[src/rtl/imem_loader_if.sv]
// Byte-stream ingress and instruction-RAM write port of the boot loader.
// The loader sits on the slave side; host link and RAM model use the master side.
interface imem_loader_if #(
  parameter int ADDR_W = 8
);
  logic              byte_valid;
  logic [7:0]        byte_data;
  logic              byte_ready;
  logic              mem_we;
  logic [ADDR_W-1:0] mem_addr;
  logic [31:0]       mem_wdata;

  modport master (
    output byte_valid, byte_data,
    input  byte_ready, mem_we, mem_addr, mem_wdata
  );

  modport slave (
    input  byte_valid, byte_data,
    output byte_ready, mem_we, mem_addr, mem_wdata
  );
endinterface

[src/rtl/imem_loader.sv]
// Boot loader: length-prefixed, XOR-checked byte stream -> LE 32-bit IMEM words; holds CPU until verified.
// One byte/cycle; RAM write registered 1 cycle after the 4th byte; byte_ready is a pure state decode.
module imem_loader #(
  parameter int ADDR_W = 8
) (
  input  logic         clk,
  input  logic         reset,
  input  logic         start,
  imem_loader_if.slave bus,
  output logic         cpu_hold,
  output logic         done,
  output logic         error
);

  localparam logic [16:0] DEPTH_V = 17'(1) << ADDR_W;

  typedef enum logic [2:0] {
    S_IDLE,
    S_LEN_LO,
    S_LEN_HI,
    S_DATA,
    S_CHECK,
    S_DONE,
    S_ERROR
  } state_t;

  state_t state, state_nxt;

  logic [7:0]    len_lo;
  logic [15:0]   n_len;
  logic [ADDR_W:0] word_cnt;
  logic [ADDR_W:0] wc_inc;
  logic [1:0]    byte_idx;
  logic [7:0]    csum;
  logic [23:0]   word_asm;

  logic          xfer;
  logic [15:0]   len_val;
  logic          len_bad;
  logic          last_word;
  logic          word_done;

  assign bus.byte_ready = (state == S_LEN_LO) || (state == S_LEN_HI) ||
                          (state == S_DATA)   || (state == S_CHECK);
  assign xfer      = bus.byte_valid && bus.byte_ready;
  assign len_val   = {bus.byte_data, len_lo};
  assign len_bad   = (len_val == 16'd0) || ({1'b0, len_val} > DEPTH_V);
  assign wc_inc    = word_cnt + 1'b1;
  assign last_word = (16'(wc_inc) == n_len);
  assign word_done = xfer && (state == S_DATA) && (byte_idx == 2'd3);

  assign cpu_hold = (state != S_DONE);
  assign done     = (state == S_DONE);
  assign error    = (state == S_ERROR);

  always_ff @(posedge clk or posedge reset) begin
    if (reset) state <= S_IDLE;
    else       state <= state_nxt;
  end

  always_comb begin
    state_nxt = state;
    unique case (state)
      S_IDLE:   if (start) state_nxt = S_LEN_LO;
      S_LEN_LO: if (xfer)  state_nxt = S_LEN_HI;
      S_LEN_HI: if (xfer)  state_nxt = len_bad ? S_ERROR : S_DATA;
      S_DATA:   if (word_done && last_word) state_nxt = S_CHECK;
      S_CHECK:  if (xfer)  state_nxt = (bus.byte_data == csum) ? S_DONE : S_ERROR;
      S_DONE,
      S_ERROR:  if (start) state_nxt = S_LEN_LO;
      default:  state_nxt = S_IDLE;
    endcase
  end

  // Bytes shift in from the top so that after three bytes word_asm = {b2, b1, b0}.
  always_ff @(posedge clk or posedge reset) begin
    if (reset) begin
      len_lo        <= '0;
      n_len         <= '0;
      word_cnt      <= '0;
      byte_idx      <= '0;
      csum          <= '0;
      word_asm      <= '0;
      bus.mem_we    <= 1'b0;
      bus.mem_addr  <= '0;
      bus.mem_wdata <= '0;
    end else begin
      bus.mem_we <= word_done;
      if (xfer) begin
        unique case (state)
          S_LEN_LO: len_lo <= bus.byte_data;
          S_LEN_HI: begin
            n_len    <= len_val;
            word_cnt <= '0;
            byte_idx <= '0;
            csum     <= '0;
            word_asm <= '0;
          end
          S_DATA: begin
            word_asm <= {bus.byte_data, word_asm[23:8]};
            csum     <= csum ^ bus.byte_data;
            byte_idx <= byte_idx + 2'd1;
            if (byte_idx == 2'd3) begin
              bus.mem_addr  <= word_cnt[ADDR_W-1:0];
              bus.mem_wdata <= {bus.byte_data, word_asm};
              word_cnt      <= wc_inc;
            end
          end
          default: ;
        endcase
      end
    end
  end

endmodule

[src/flat_wrapper.sv]
// flat-port wrapper written by rule: the top's interface ports become plain ports
module imem_loader_flat 
#(
  parameter int ADDR_W = 8
)
  (clk, reset, start, cpu_hold, done, error, bus_byte_valid, bus_byte_data, bus_byte_ready, bus_mem_we, bus_mem_addr, bus_mem_wdata);
  imem_loader_if #(.ADDR_W(ADDR_W)) bus_i ();
  input  logic clk;
  input  logic reset;
  input  logic start;
  output logic cpu_hold;
  output logic done;
  output logic error;
  input wire logic [$bits(bus_i.byte_valid)-1:0] bus_byte_valid;
  input wire logic [$bits(bus_i.byte_data)-1:0] bus_byte_data;
  output wire logic [$bits(bus_i.byte_ready)-1:0] bus_byte_ready;
  output wire logic [$bits(bus_i.mem_we)-1:0] bus_mem_we;
  output wire logic [$bits(bus_i.mem_addr)-1:0] bus_mem_addr;
  output wire logic [$bits(bus_i.mem_wdata)-1:0] bus_mem_wdata;
  assign bus_i.byte_valid = bus_byte_valid;
  assign bus_i.byte_data = bus_byte_data;
  assign bus_byte_ready = bus_i.byte_ready;
  assign bus_mem_we = bus_i.mem_we;
  assign bus_mem_addr = bus_i.mem_addr;
  assign bus_mem_wdata = bus_i.mem_wdata;
  imem_loader #(.ADDR_W(ADDR_W)) u_core (.clk(clk), .reset(reset), .start(start), .bus(bus_i), .cpu_hold(cpu_hold), .done(done), .error(error));
endmodule
[config.mk]
export PLATFORM = sky130hd
export DESIGN_NAME = imem_loader_flat
export DESIGN_NICKNAME = d
export VERILOG_FILES = /design/src/rtl/imem_loader_if.sv /design/src/rtl/imem_loader.sv /design/src/flat_wrapper.sv
export SDC_FILE = /design/constraint.sdc
export NUM_CORES = 1
export LEC_CHECK = 0
export CAP_MARGIN = 20
export CORE_MARGIN = 4
export CORE_UTILIZATION = 56
export DETAILED_ROUTE_END_ITERATION = 6
export PLACE_DENSITY = 0.8
export RECOVER_POWER = 25
export SLEW_MARGIN = 20
export SYNTH_ARGS = -nofsm -noshare
export SYNTH_HDL_FRONTEND = slang
export SYNTH_SLANG_ARGS = --single-unit
[constraint.sdc]
create_clock -name clk -period 4.3 [get_ports clk]
set_input_delay 0.86 -clock clk [delete_from_list [all_inputs] [get_ports clk]]
set_output_delay 0.86 -clock clk [all_outputs]
set_load 0.02 [all_outputs]
; ---- Word-level counts from Yosys, hierarchy flattened
; Index checks and enable logic that the tools add are counted.
[totals]
reg_bits = 111
word_cells = 61
[op_classes]
add_sub_neg = 2
magnitude_cmp = 1
eq_ne = 16
n_mux = 13
bitwise = 1
n_reduce_logical = 18
[op_table]
columns = op, count
row1 = case mux 24 bit (2 select lines), 1
row2 = 2-to-1 mux 3 bit, 6
row3 = case mux 9 bit (2 select lines), 1
row4 = equality test 9 x 16 -> 1 bit, 1
row5 = "greater-than comparator 16 x 9 -> 1 bit, second input constant", 1
row6 = logical NOT 16 bit, 1
row7 = case mux 8 bit (2 select lines), 1
row8 = case mux 3 bit (5 select lines), 1
row9 = "adder 9 x 1 -> 9 bit, second input constant", 1
row10 = "equality test 3 bit, second input constant", 3
row11 = 2-to-1 mux 9 bit, 1
row12 = equality test 8 bit, 1
row13 = "inequality test 2 x 1 -> 1 bit, second input constant", 4
row14 = XOR 8 bit, 1
row15 = "equality test 3 x 2 -> 1 bit, second input constant", 2
row16 = AND reduction 2 bit, 3
row17 = AND reduction 3 bit, 2
row18 = AND reduction 5 bit, 1
row19 = logical AND 1 bit, 4
row20 = logical OR 1 bit, 4
row21 = "inequality test 2 bit, second input constant", 2
row22 = case mux 2 bit (2 select lines), 1
row23 = "equality test 3 x 1 -> 1 bit, second input constant", 1
row24 = logical NOT 3 bit, 1
row25 = other kinds (6), 6

; ---- Logic depth before layout (Yosys ltp)
; Gate-level depths: netlist (run 1).
[depth]
word_depth = 10
depth_mapped = 7
ltp_nobuf = 6

; ---- Worst setup path after synthesis (run 1)
; Ideal clock, no wire load.
[synth_path]
path_type = register to output
from = register u_core.state[0]
to = output done
arrival_time_ns = 1.414
slack_ns = 2.026
stages_incl_launch_ff = 6
cell_sequence = dfrtp_1 -> buf_6 -> clkbuf_1 -> clkbuf_1 -> nand2_1 -> inv_1
[synth_between]
elab_chain_len = 1
[synth_rtl]
columns = element, line
row1 = from (decl), imem_loader.sv:27  ; state_t state, state_nxt;
row2 = from (signal assigned), imem_loader.sv:58  ; else state <= state_nxt;
row3 = equality test 3 bit, imem_loader.sv:53  ; assign done = (state == S_DONE);
row4 = to (decl), flat_wrapper.sv:12  ; output logic done;
; Every way passes these cells.

==> results of run 1 <==
## sequential cells by signal, indices dropped and copies added, names as in the netlist, 3 cells and up
name                  cells
u_core.bus.mem_addr       8
u_core.csum               8
u_core.state              3
u_core.len_lo             8
u_core.word_cnt           9
u_core.n_len             16
u_core.bus.mem_wdata     32
u_core.word_asm          24
## kinds of logic (layout without fill, tap and decap cells)
group / after synthesis / in the layout / share of synthesized area, %
DFF: 111 / 111 / 55.17
muxes: 26 / 26 / 5.890
buffers and inverters: 41 / 88 / 4.001
adders and majority gates: 2 / 2 / 0.4969
AOI/OAI and AO/OA: 92 / 92 / 11.01
xor gates and xnor gates: 22 / 22 / 3.976
and+or+nand+nor: 224 / 224 / 19.46
## per-stage QoR
step / power, mW / setup WS (ps) / hold WS, ps / utilization, %
6_report: 3.178 / 1263 / 470.7 / 66.37
5_1_grt: 3.400 / 702.7 / 489.8 / 66.37
4_1_cts: 3.195 / 1379 / 471.9 / 66.40
3_5_place_dp: 2.638 / 1321 / 447.0 / 64.46
3_3_place_gp: 2.580 / 1431 / 455.5 / 64.46
2_1_floorplan: 2.326 / 509.3 / 438.6 / -
## cells in the final DEF, fill, tap and decap left out, types with 2 or more instances in the layout
cell / instances
nor4_1: 7
nand2_1: 172
nand4_1: 2
a21o_1: 2
ha_1: 2
nand3_1: 7
xor2_1: 15
or2_2: 2
xnor2_1: 6
a31oi_1: 3
clkinvlp_4: 3
and3_1: 2
dfrtp_1: 111
nor2b_1: 3
mux2_1: 2
nand2b_1: 2
clkbuf_8: 10
nor3_1: 9
o21ai_0: 54
clkdlybuf4s50_1: 56
nand3b_1: 2
inv_1: 11
o221ai_1: 2
and2b_2: 2
mux2_2: 23
a21oi_1: 18
buf_4: 6
nor2_1: 5
## routing by layer
layer	GRT usage (%)	vias up
met5	0	-
met4	9.363	0
met3	2.774	21
met2	33.12	126
met1	31.24	1788
li1	-	1811
## power by group through the flow
| stage | registers [mW] | clock network (mW) | logic (mW) |
|---|---|---|---|
| final | 1.59 | 0.561 | 1.02 |
| after global routing | 1.64 | 0.611 | 1.15 |
| after CTS | 1.59 | 0.574 | 1.03 |
| after detailed placement | 1.61 | 0 | 1.02 |
| after global placement | 1.59 | 0 | 0.988 |
| after floorplan | 1.58 | 0 | 0.746 |
## area by class of cell
type	instances	area share, %
Sequential cell	111	47.99
Clock inverter	4	0.5404
Timing Repair Buffer	62	10.46
Inverter	12	0.7782
Clock buffer	10	2.378
Tap cell	108	2.335
Multi-Input combinational cell	366	35.52
## worst max-delay path by stage
stage / startpoint / to / slack, ps / cells after the start
5_1_grt: reset / u_core.word_cnt[2]$_DFFE_PP0P_ / 700 / 2
3_5_place_dp: bus_byte_valid / u_core.word_cnt[6]$_DFFE_PP0P_ / 1320 / 6
3_3_place_gp: bus_byte_valid / u_core.word_cnt[6]$_DFFE_PP0P_ / 1430 / 6
2_1_floorplan: reset / u_core.bus.mem_addr[0]$_DFFE_PP0P_ / 510 / 1
4_1_cts: u_core.state[1]$_DFFE_PP0P_ / bus_byte_ready / 1380 / 3
6_report: reset / u_core.word_asm[21]$_DFFE_PP0P_ / 1260 / 2
==> results.yml, run 1 <==
run_status:
  status: "finished with violations"
  failed_checks: "max-capacitance violations, max-slew violations"
worst_hold_path:
  timing.hold.worst_path_depth: 2
  hold_path_end: "u_core.bus.mem_wdata[4]$_DFFE_PP0P_"
  hold_path.class: "reg -> reg"
  hp-start: "u_core.word_asm[4]$_DFFE_PP0P_"
sta:
  post-route-min-period_ps: 3037
  setup_violations: 0
  worst-slew-pin-transition_ps: 2447
  clock.fmax_mhz: 329.3
  finalClockSkew_ps: 14.28
  final_min_period_over_clock_period_pct: 70.63
  final_max_slew_viol_count: 67
  fin_tns_setup_ps: 0
  worst_slew_margin_rel_pct: -63.31
  setup_repair_after_global_routing_missed_its_margin: "false"
  hold_violations: 0
setup_path:
  end_kind: "async pin"
  crit_required_ps: 4270
  worst_r2r_endpoint: "u_core.word_cnt[2]$_DFFE_PP0P_"
  critical_path.max_stage_delay_ps: 1720
  worstSetupStartpointType: "input pin"
  setup.worst_path.class: "in -> async"
  crit_fanout: 66
  regToRegStartpoint: "u_core.state[1]$_DFFE_PP0P_"
  slowest_stage: "inv_1"
  ff2ff_setup_slack_ps: 1940
  data_arrival_at_the_endpoint_of_the_critical_path_ps: 3000
  kind_of_cell_with_the_highest_combined_delay_on_the_critical_path: "buffers and inverters"
  timing.critical_path.cells: "clkdlybuf4s50_1 -> inv_1"
  reg2regPathDepth: 6
  cp_num_buf_inv: 2
power_and_ir_drop:
  p_sw_mw: 1.138
  clock_power_share_pct: 17.7
  switching_share_pct: 35.80
  share_comb_of_total_power_pct: 32.2
  p_int_mw: 2.041
  ir_worst_vdd_v: 0.0003838
  p_seq_share_pct: 50.1
  p_leak_nw: 2.686
  powerDensity_nw_per_um2: 549.1
synth:
  syn_nets: 532
  netlist_top_cells_count: "172 x nand2_1, 111 x dfrtp_1, 54 x o21ai_0"
  proportion_of_synthesized_chip_area_in_sequential_cells_pct: 55.17
  ys.flop_type: "dfrtp_1"
  total_of_flip_flops_plus_latches_after_synthesis: 111
  synth_largest_area_cell: "dfrtp_1"
  synth.top_cells.by_area: "dfrtp_1 55%, nand2_1 13%, o21ai_0 5.4%, mux2_2 5.1%, xor2_1 2.6%"
  netlist_area_um2: 5035
  async_reset_ff_share_pct: 100.0
  syn_avg_cell_area_um2: 9.720
  yosys.cell_count.top_type: "nand2_1"
  postSynthCellCount: 518
  netlist.area_leader.share_pct: 55.17
  synth_cell_type_count: 55
  ys.warnings.count: 0
  number_of_flops_mapped_to_enable_cells_by_yosys: 0
drt:
  via_per_inst: 5.566
  detail_route.iter0.violations: 289
  vias: 3746
  drcViolationCount: 0
  routed-wl-met3_um: 595
  met1Wirelength_mm: 4.890
  routed.top_layer: "met4"
  drt-pass1-iter-count: 4
  avgRoutedWirePerCell_um: 15.35
  antenna_violating_nets_remaining: 0
  met2RoutedLength_mm: 4.584
  total_detailed_routing_wirelength_mm: 10.33
global_routing:
  grt_overflow_total: 0
  grtUsageTotal_pct: 21.62
  vias_in_the_first_global_route: 3778
  grt_antenna_before_repair: 0
  grt_first_pass_wirelength_mm: 18.07
  pin_count_of_the_biggest_net_entering_global_routing: 69
finish:
  postLayoutCellArea_um2: 5788
  area_delta_synth_final_pct: 14.96
  multi_input_area_um2: 2056
  finalNonFillerCells: 673
  layout-drive-gt1-share_pct: 10.27
  final_net_count: 576
  n_fill_cell: 676
  final-seq-area_um2: 2778
  antenna_cells: 0
cts:
  cts_buffers: 9
  clk_transition_reported_paths_ps: 100
  postCtsResizedCells: 0
  cts_tree: "done"
  worstSkewPairLatency_ps: 370
  cts_max_level: 3
  clockRootBuffer: "clkbuf_8"
  ctsLongestPathBuffers: 2
  cts_hold_buffers: 0
  postCtsSetupBuffers: 0
  cts_sinks: 111
place:
  dpl_cell_area_um2: 5622
  dp.final_hpwl_mm: 7.013
  placement.io_buffers: 56
  place.gp.congestion: 0.8345
  numPlacedInstances: 659
floorplanning:
  standard_cell_core_area_um2: 8721
  fp.dieArea_um2: 10570
  io-pin-count: 57
  rows: 34
  die_height_um: 102.8
  die_x_um: 102.8
  starting_density_of_the_core_pct: 57.73
flow_run:
  cap_violations: 1
No activity file was read; power rests on OpenSTA's default activity.
==> run 2, diff against run 1 <==
==> constraint.sdc (replaced) <==
create_clock -name clk -period 3.09 [get_ports clk]
set_input_delay 0.618 -clock clk [delete_from_list [all_inputs] [get_ports clk]]
set_output_delay 0.618 -clock clk [all_outputs]
set_load 0.02 [all_outputs]
==> run 2 against run 1 <==
The flow now finishes without violations; critical path depth rose by 1; sequential cell count did not move; cell count rose by 0.45%; non-clock buffer count rose by 1; highest routed layer unchanged; global-route usage rose by 0.16 points; wire length rose by 1.5%; worst hold slack improved by 6.7 ps.
==> results.yml, run 2 (synthesis gave the netlist of run 1 again) <==
sta:
  hold_violations: 0
  worst-slew-pin-transition_ps: 1434
  finalClockSkew_ps: 11.03
  final_max_slew_viol_count: 0
  setup_violations: 0
  worst_slew_margin_rel_pct: 3.874
  clock.fmax_mhz: 376.9
  fin_tns_setup_ps: 0
  final_min_period_over_clock_period_pct: 85.86
  setup_repair_after_global_routing_missed_its_margin: "false"
  post-route-min-period_ps: 2653
place:
  place.gp.congestion: 0.8325
  dp.final_hpwl_mm: 7.181
  placement.io_buffers: 56
finish:
  top_register: "u_core.bus.mem_wdata"
  antenna_cells: 0
  largest_regs: "u_core.bus.mem_wdata: 32 flops, u_core.word_asm: 24 flops, u_core.n_len: 16 flops"
  largest_register_ffs: 32
  layout-drive-gt1-share_pct: 10.92
  final_common_cell: "nand2_1"
  final_net_count: 577
  commonest_cells_after_routing_fill_and_taps_aside: "172 x nand2_1, 111 x dfrtp_1, 55 x clkdlybuf4s50_1"
  area_delta_synth_final_pct: 15.53
cts:
  cts_max_level: 3
  cts_hold_buffers: 0
  postCtsResizedCells: 0
  cts_sinks: 111
  clockRootBuffer: "clkbuf_8"
  cts_tree: "done"
  cts_buffers: 9
  postCtsSetupBuffers: 0
  ctsLongestPathBuffers: 2
  worstSkewPairLatency_ps: 370
  clk_transition_reported_paths_ps: 100
global_routing:
  vias_in_the_first_global_route: 3663
  grt_overflow_total: 0
  grt_antenna_before_repair: 0
  grtUsageTotal_pct: 21.78
  pin_count_of_the_biggest_net_entering_global_routing: 69
  grt_first_pass_wirelength_mm: 17.94
setup_path:
  setup.worst_path.class: "reg -> out"
  worst_setup_path_startpoint: "u_core.state[1]$_DFFE_PP0P_"
  end_kind: "output port"
  worstSetupStartpointType: "flop"
  worst_r2r_endpoint: "u_core.state[0]$_DFFE_PP0P_"
  regToRegStartpoint: "u_core.word_cnt[0]$_DFFE_PP0P_"
  reg2regPathDepth: 6
  crit_fanout: 11
  crit_required_ps: 2470
  data_arrival_at_the_endpoint_of_the_critical_path_ps: 2040
  ff2ff_setup_slack_ps: 880
  setup.worst_path.end: "bus_byte_ready"
drt:
  antenna_violating_nets_remaining: 0
  avgRoutedWirePerCell_um: 15.51
  drt-pass1-iter-count: 5
  via_per_inst: 5.516
  vias: 3729
  drcViolationCount: 0
  total_detailed_routing_wirelength_mm: 10.49
  detail_route.iter0.violations: 204
power_and_ir_drop:
  p_sw_mw: 1.634
  p_leak_nw: 2.706
  powerDensity_nw_per_um2: 768.3
  clock_power_share_pct: 18.2
  ir_worst_vdd_v: 0.0005377
  p_seq_share_pct: 49.7
  switching_share_pct: 36.56
  share_comb_of_total_power_pct: 32.1
  p_int_mw: 2.835
  finalPower_mw: 4.469
floorplanning:
  rows: 34
  fp.dieArea_um2: 10570
  die_x_um: 102.8
  starting_density_of_the_core_pct: 57.73
  io-pin-count: 57
  standard_cell_core_area_um2: 8721
  die_height_um: 102.8
worst_hold_path:
  hp-start: "u_core.word_asm[1]$_DFFE_PP0P_"
  hold_path.class: "reg -> reg"
run_status:
  status: "finished clean"
flow_run:
  cap_violations: 0
==> run 2: cell type report <==
class | instances | area [µm²]
repair buffers | 63 | 623.1
clock inverters | 7 | 55.05
clock buffers | 9 | 123.9
flip-flops and latches | 111 | 2778
inverters | 12 | 46.29
fillers | 669 | 2904
well taps | 108 | 135.1
multi-input cells | 366 | 2056
==> run 2: worst min-delay path by stage <==
| stage | end | slack (ps) | cells past startpoint |
|---|---|---|---|
| finish | u_core.bus.mem_wdata[1]$_DFFE_PP0P_ | 480 | 2 |
| global route | u_core.bus.mem_wdata[1]$_DFFE_PP0P_ | 500 | 2 |
| floorplan | u_core.bus.mem_wdata[0]$_DFFE_PP0P_ | 440 | 2 |
| global placement | u_core.bus.mem_wdata[1]$_DFFE_PP0P_ | 450 | 2 |
| detailed placement | u_core.bus.mem_wdata[4]$_DFFE_PP0P_ | 460 | 2 |
| CTS | u_core.bus.mem_wdata[1]$_DFFE_PP0P_ | 480 | 2 |
==> run 2: per-layer routing <==
metal  wire length, µm  global-route usage (%)  up-vias
met1              4735                   30.97     1760
met4               257                   8.964        0
met3               713                   4.127       22
li1                  -                       -     1821
met5                 0                       0        -
met2              4781                   33.22      126
==> run 2: per-stage QoR <==
step	setup WS, ps	std cells	instance area, µm²	hold slack, ps	utilization [%]
global placement	693.1	660	5655	450.0	64.85
global route	230.1	676	5817	502.4	66.70
finish	436.9	676	5817	477.4	66.70
detailed placement	591.0	660	5655	455.6	64.85
CTS	430.1	676	5834	481.4	66.90
floorplan	1058	518	5039	438.6	-
==> run 2: worst max-delay path, stage by stage (launching register included) <==
cell and delay, ps:
dfrtp_1 510, or2_2 370, xor2_1 160, clkdlybuf4s50_1 630
==> run 2: power by group through the flow <==
stage          sequential, mW  combinational [mW]  clock (mW)
2_1_floorplan            2.20                1.04           0
3_3_place_gp             2.21                1.38           0
3_5_place_dp             2.25                1.44           0
4_1_cts                  2.22                1.45       0.826
5_1_grt                  2.28                1.61       0.896
6_report                 2.22                1.43       0.813
==> run 3, diff against run 2 <==
--- a/config.mk
+++ b/config.mk
@@ -7,9 +7,9 @@
 export LEC_CHECK = 0
 export CAP_MARGIN = 20
 export CORE_MARGIN = 4
-export CORE_UTILIZATION = 56
+export CORE_UTILIZATION = 45
 export DETAILED_ROUTE_END_ITERATION = 6
-export PLACE_DENSITY = 0.8
+export PLACE_DENSITY = 0.66
 export RECOVER_POWER = 25
 export SLEW_MARGIN = 20
 export SYNTH_ARGS = -nofsm -noshare
==> run 3 against run 2 <==
The run now ends with max-capacitance violations, max-slew violations left; combinational power barely moved; cell count rose by 4.7%; critical path depth did not move; worst hold slack got worse by 62 ps; register-to-register slack barely moved; maximum frequency fell by 1.3%; worst setup slack got worse by 34 ps; wire length rose by 0.31%; count of clock-buffer cells in the layout rose by 2; sequential power barely moved; die area rose by 22%; critical path type unchanged; largest power group unchanged.
==> results.yml, run 3 (synthesis gave the netlist of run 1 again) <==
run_status:
  status: "finished with violations"
  failed_checks: "max-capacitance violations, max-slew violations"
power_and_ir_drop:
  ir_worst_vdd_v: 0.0004384
  powerDensity_nw_per_um2: 770.6
  p_leak_nw: 2.723
setup_path:
  cp_num_buf_inv: 1
  end_kind: "output port"
  slowest_stage: "clkdlybuf4s50_1"
  timing.critical_path.depth: 3
  data_arrival_at_the_endpoint_of_the_critical_path_ps: 2070
  reg2regPathDepth: 6
  kind_of_cell_with_the_highest_combined_delay_on_the_critical_path: "buffers and inverters"
  crit_fanout: 11
  worstSetupStartpointType: "flop"
  critical_path.max_stage_delay_ps: 630
  setup.worst_path.class: "reg -> out"
  timing.critical_path.cells: "or2_2 -> xor2_1 -> clkdlybuf4s50_1"
  crit_required_ps: 2470
cts:
  cts_tree: "done"
  postCtsSetupBuffers: 0
  clockRootBuffer: "clkbuf_8"
  cts_max_level: 3
  worstSkewPairLatency_ps: 370
  cts_sinks: 111
  clk_transition_reported_paths_ps: 90
  ctsLongestPathBuffers: 2
  cts_hold_buffers: 0
  cts_buffers: 9
  postCtsResizedCells: 0
floorplanning:
  fp.dieArea_um2: 12940
  io-pin-count: 57
  die_x_um: 113.8
  rows: 38
  die_height_um: 113.8
  standard_cell_core_area_um2: 10890
  starting_density_of_the_core_pct: 46.24
finish:
  largest_register_ffs: 32
  commonest_cells_after_routing_fill_and_taps_aside: "172 x nand2_1, 111 x dfrtp_1, 56 x clkdlybuf4s50_1"
  final_net_count: 577
  top_register: "u_core.bus.mem_wdata"
  final_common_cell: "nand2_1"
  area_delta_synth_final_pct: 16.75
  n_fill_cell: 1045
  antenna_cells: 0
  layout-drive-gt1-share_pct: 10.74
  largest_regs: "u_core.bus.mem_wdata: 32 flops, u_core.word_asm: 24 flops, u_core.n_len: 16 flops"
flow_run:
  cap_violations: 2
sta:
  worst-slew-pin-transition_ps: 1808
  worst_slew_margin_rel_pct: -20.50
  clock.fmax_mhz: 372.1
  fin_tns_setup_ps: 0
  final_max_slew_viol_count: 112
  post-route-min-period_ps: 2687
  setup_repair_after_global_routing_missed_its_margin: "false"
  setup_violations: 0
  hold_violations: 0
  final_min_period_over_clock_period_pct: 86.96
  layout_setup_ws_ps: 402.8
  finalClockSkew_ps: 8.118
drt:
  via_per_inst: 5.205
  antenna_violating_nets_remaining: 0
  detail_route.iter0.violations: 197
  avgRoutedWirePerCell_um: 14.86
  drcViolationCount: 0
  total_detailed_routing_wirelength_mm: 10.52
  drt-pass1-iter-count: 5
  vias: 3685
worst_hold_path:
  hold_path.class: "in -> async"
global_routing:
  grtUsageTotal_pct: 17.29
  grt_overflow_total: 0
  grt_first_pass_wirelength_mm: 17.98
  vias_in_the_first_global_route: 3640
  grt_antenna_before_repair: 0
  pin_count_of_the_biggest_net_entering_global_routing: 70
place:
  placement.io_buffers: 56
  dp.final_hpwl_mm: 7.120
  place.gp.congestion: 0.8343
  dp_worst_setup_slack_ps: 565.5
[run 3: report_power, final]
group	switching, mW	internal (mW)	total [mW]
sequential	0.348	1.87	2.22
clock	0.479	0.418	0.897
combinational	0.755	0.660	1.42
total	1.58	2.95	4.53
[run 3: cell type report]
| cell class | count | area [µm²] | area share (%) |
|---|---|---|---|
| flip-flops and latches | 111 | 2778 | 47.25 |
| multi-input cells | 366 | 2056 | 34.97 |
| well taps | 140 | 175.2 | 2.980 |
| clock buffers | 11 | 151.4 | 2.576 |
| clock inverters | 5 | 56.30 | 0.9579 |
| inverters | 12 | 46.29 | 0.7876 |
| repair buffers | 63 | 615.6 | 10.47 |
[run 3: final timing paths]
path / start / endpoint / slack [ps]
setup / recovery: u_core.state[1]$_DFFE_PP0P_ / bus_byte_ready / 400
min in group clk: u_core.word_asm[5]$_DFFE_PP0P_ / u_core.bus.mem_wdata[5]$_DFFE_PP0P_ / 470
hold / removal: reset / u_core.bus.mem_wdata[30]$_DFFE_PP0P_ / 420
setup reg to reg: u_core.word_cnt[0]$_DFFE_PP0P_ / u_core.state[0]$_DFFE_PP0P_ / 870
max in group asynchronous: reset / u_core.byte_idx[1]$_DFFE_PP0P_ / 690
hold reg to reg: u_core.word_asm[5]$_DFFE_PP0P_ / u_core.bus.mem_wdata[5]$_DFFE_PP0P_ / 470
[run 3: metrics by stage]
step           hold WS (ps)  area, µm²  utilization [%]  std cells  power [mW]
3_3_place_gp          450.0       5695            52.31        692       3.614
2_1_floorplan         438.6       5039                -        518       3.237
6_report              415.5       5878            53.99        708       4.530
3_5_place_dp          457.0       5695            52.31        692       3.680
5_1_grt               414.8       5878            53.99        708       4.853
4_1_cts               458.2       5903            54.22        708       4.578
[run 3: per-layer routing]
metal | routed length [µm] | share of wire [%] | GRT usage (%)
met5 | 0 | 0 | 0
met4 | 149 | 1.4 | 6.097
met3 | 429 | 4.1 | 2.706
met2 | 4894 | 47 | 26.70
met1 | 5046 | 48 | 25.00
[run 3: worst register-to-register path, delay by kind of cell, from the launching register on]
kind	cells	cell delay, ps
DFF	1	510
AOI/OAI and AO/OA	4	940
adders and majority gates	1	360
and+or+nand+nor	1	280
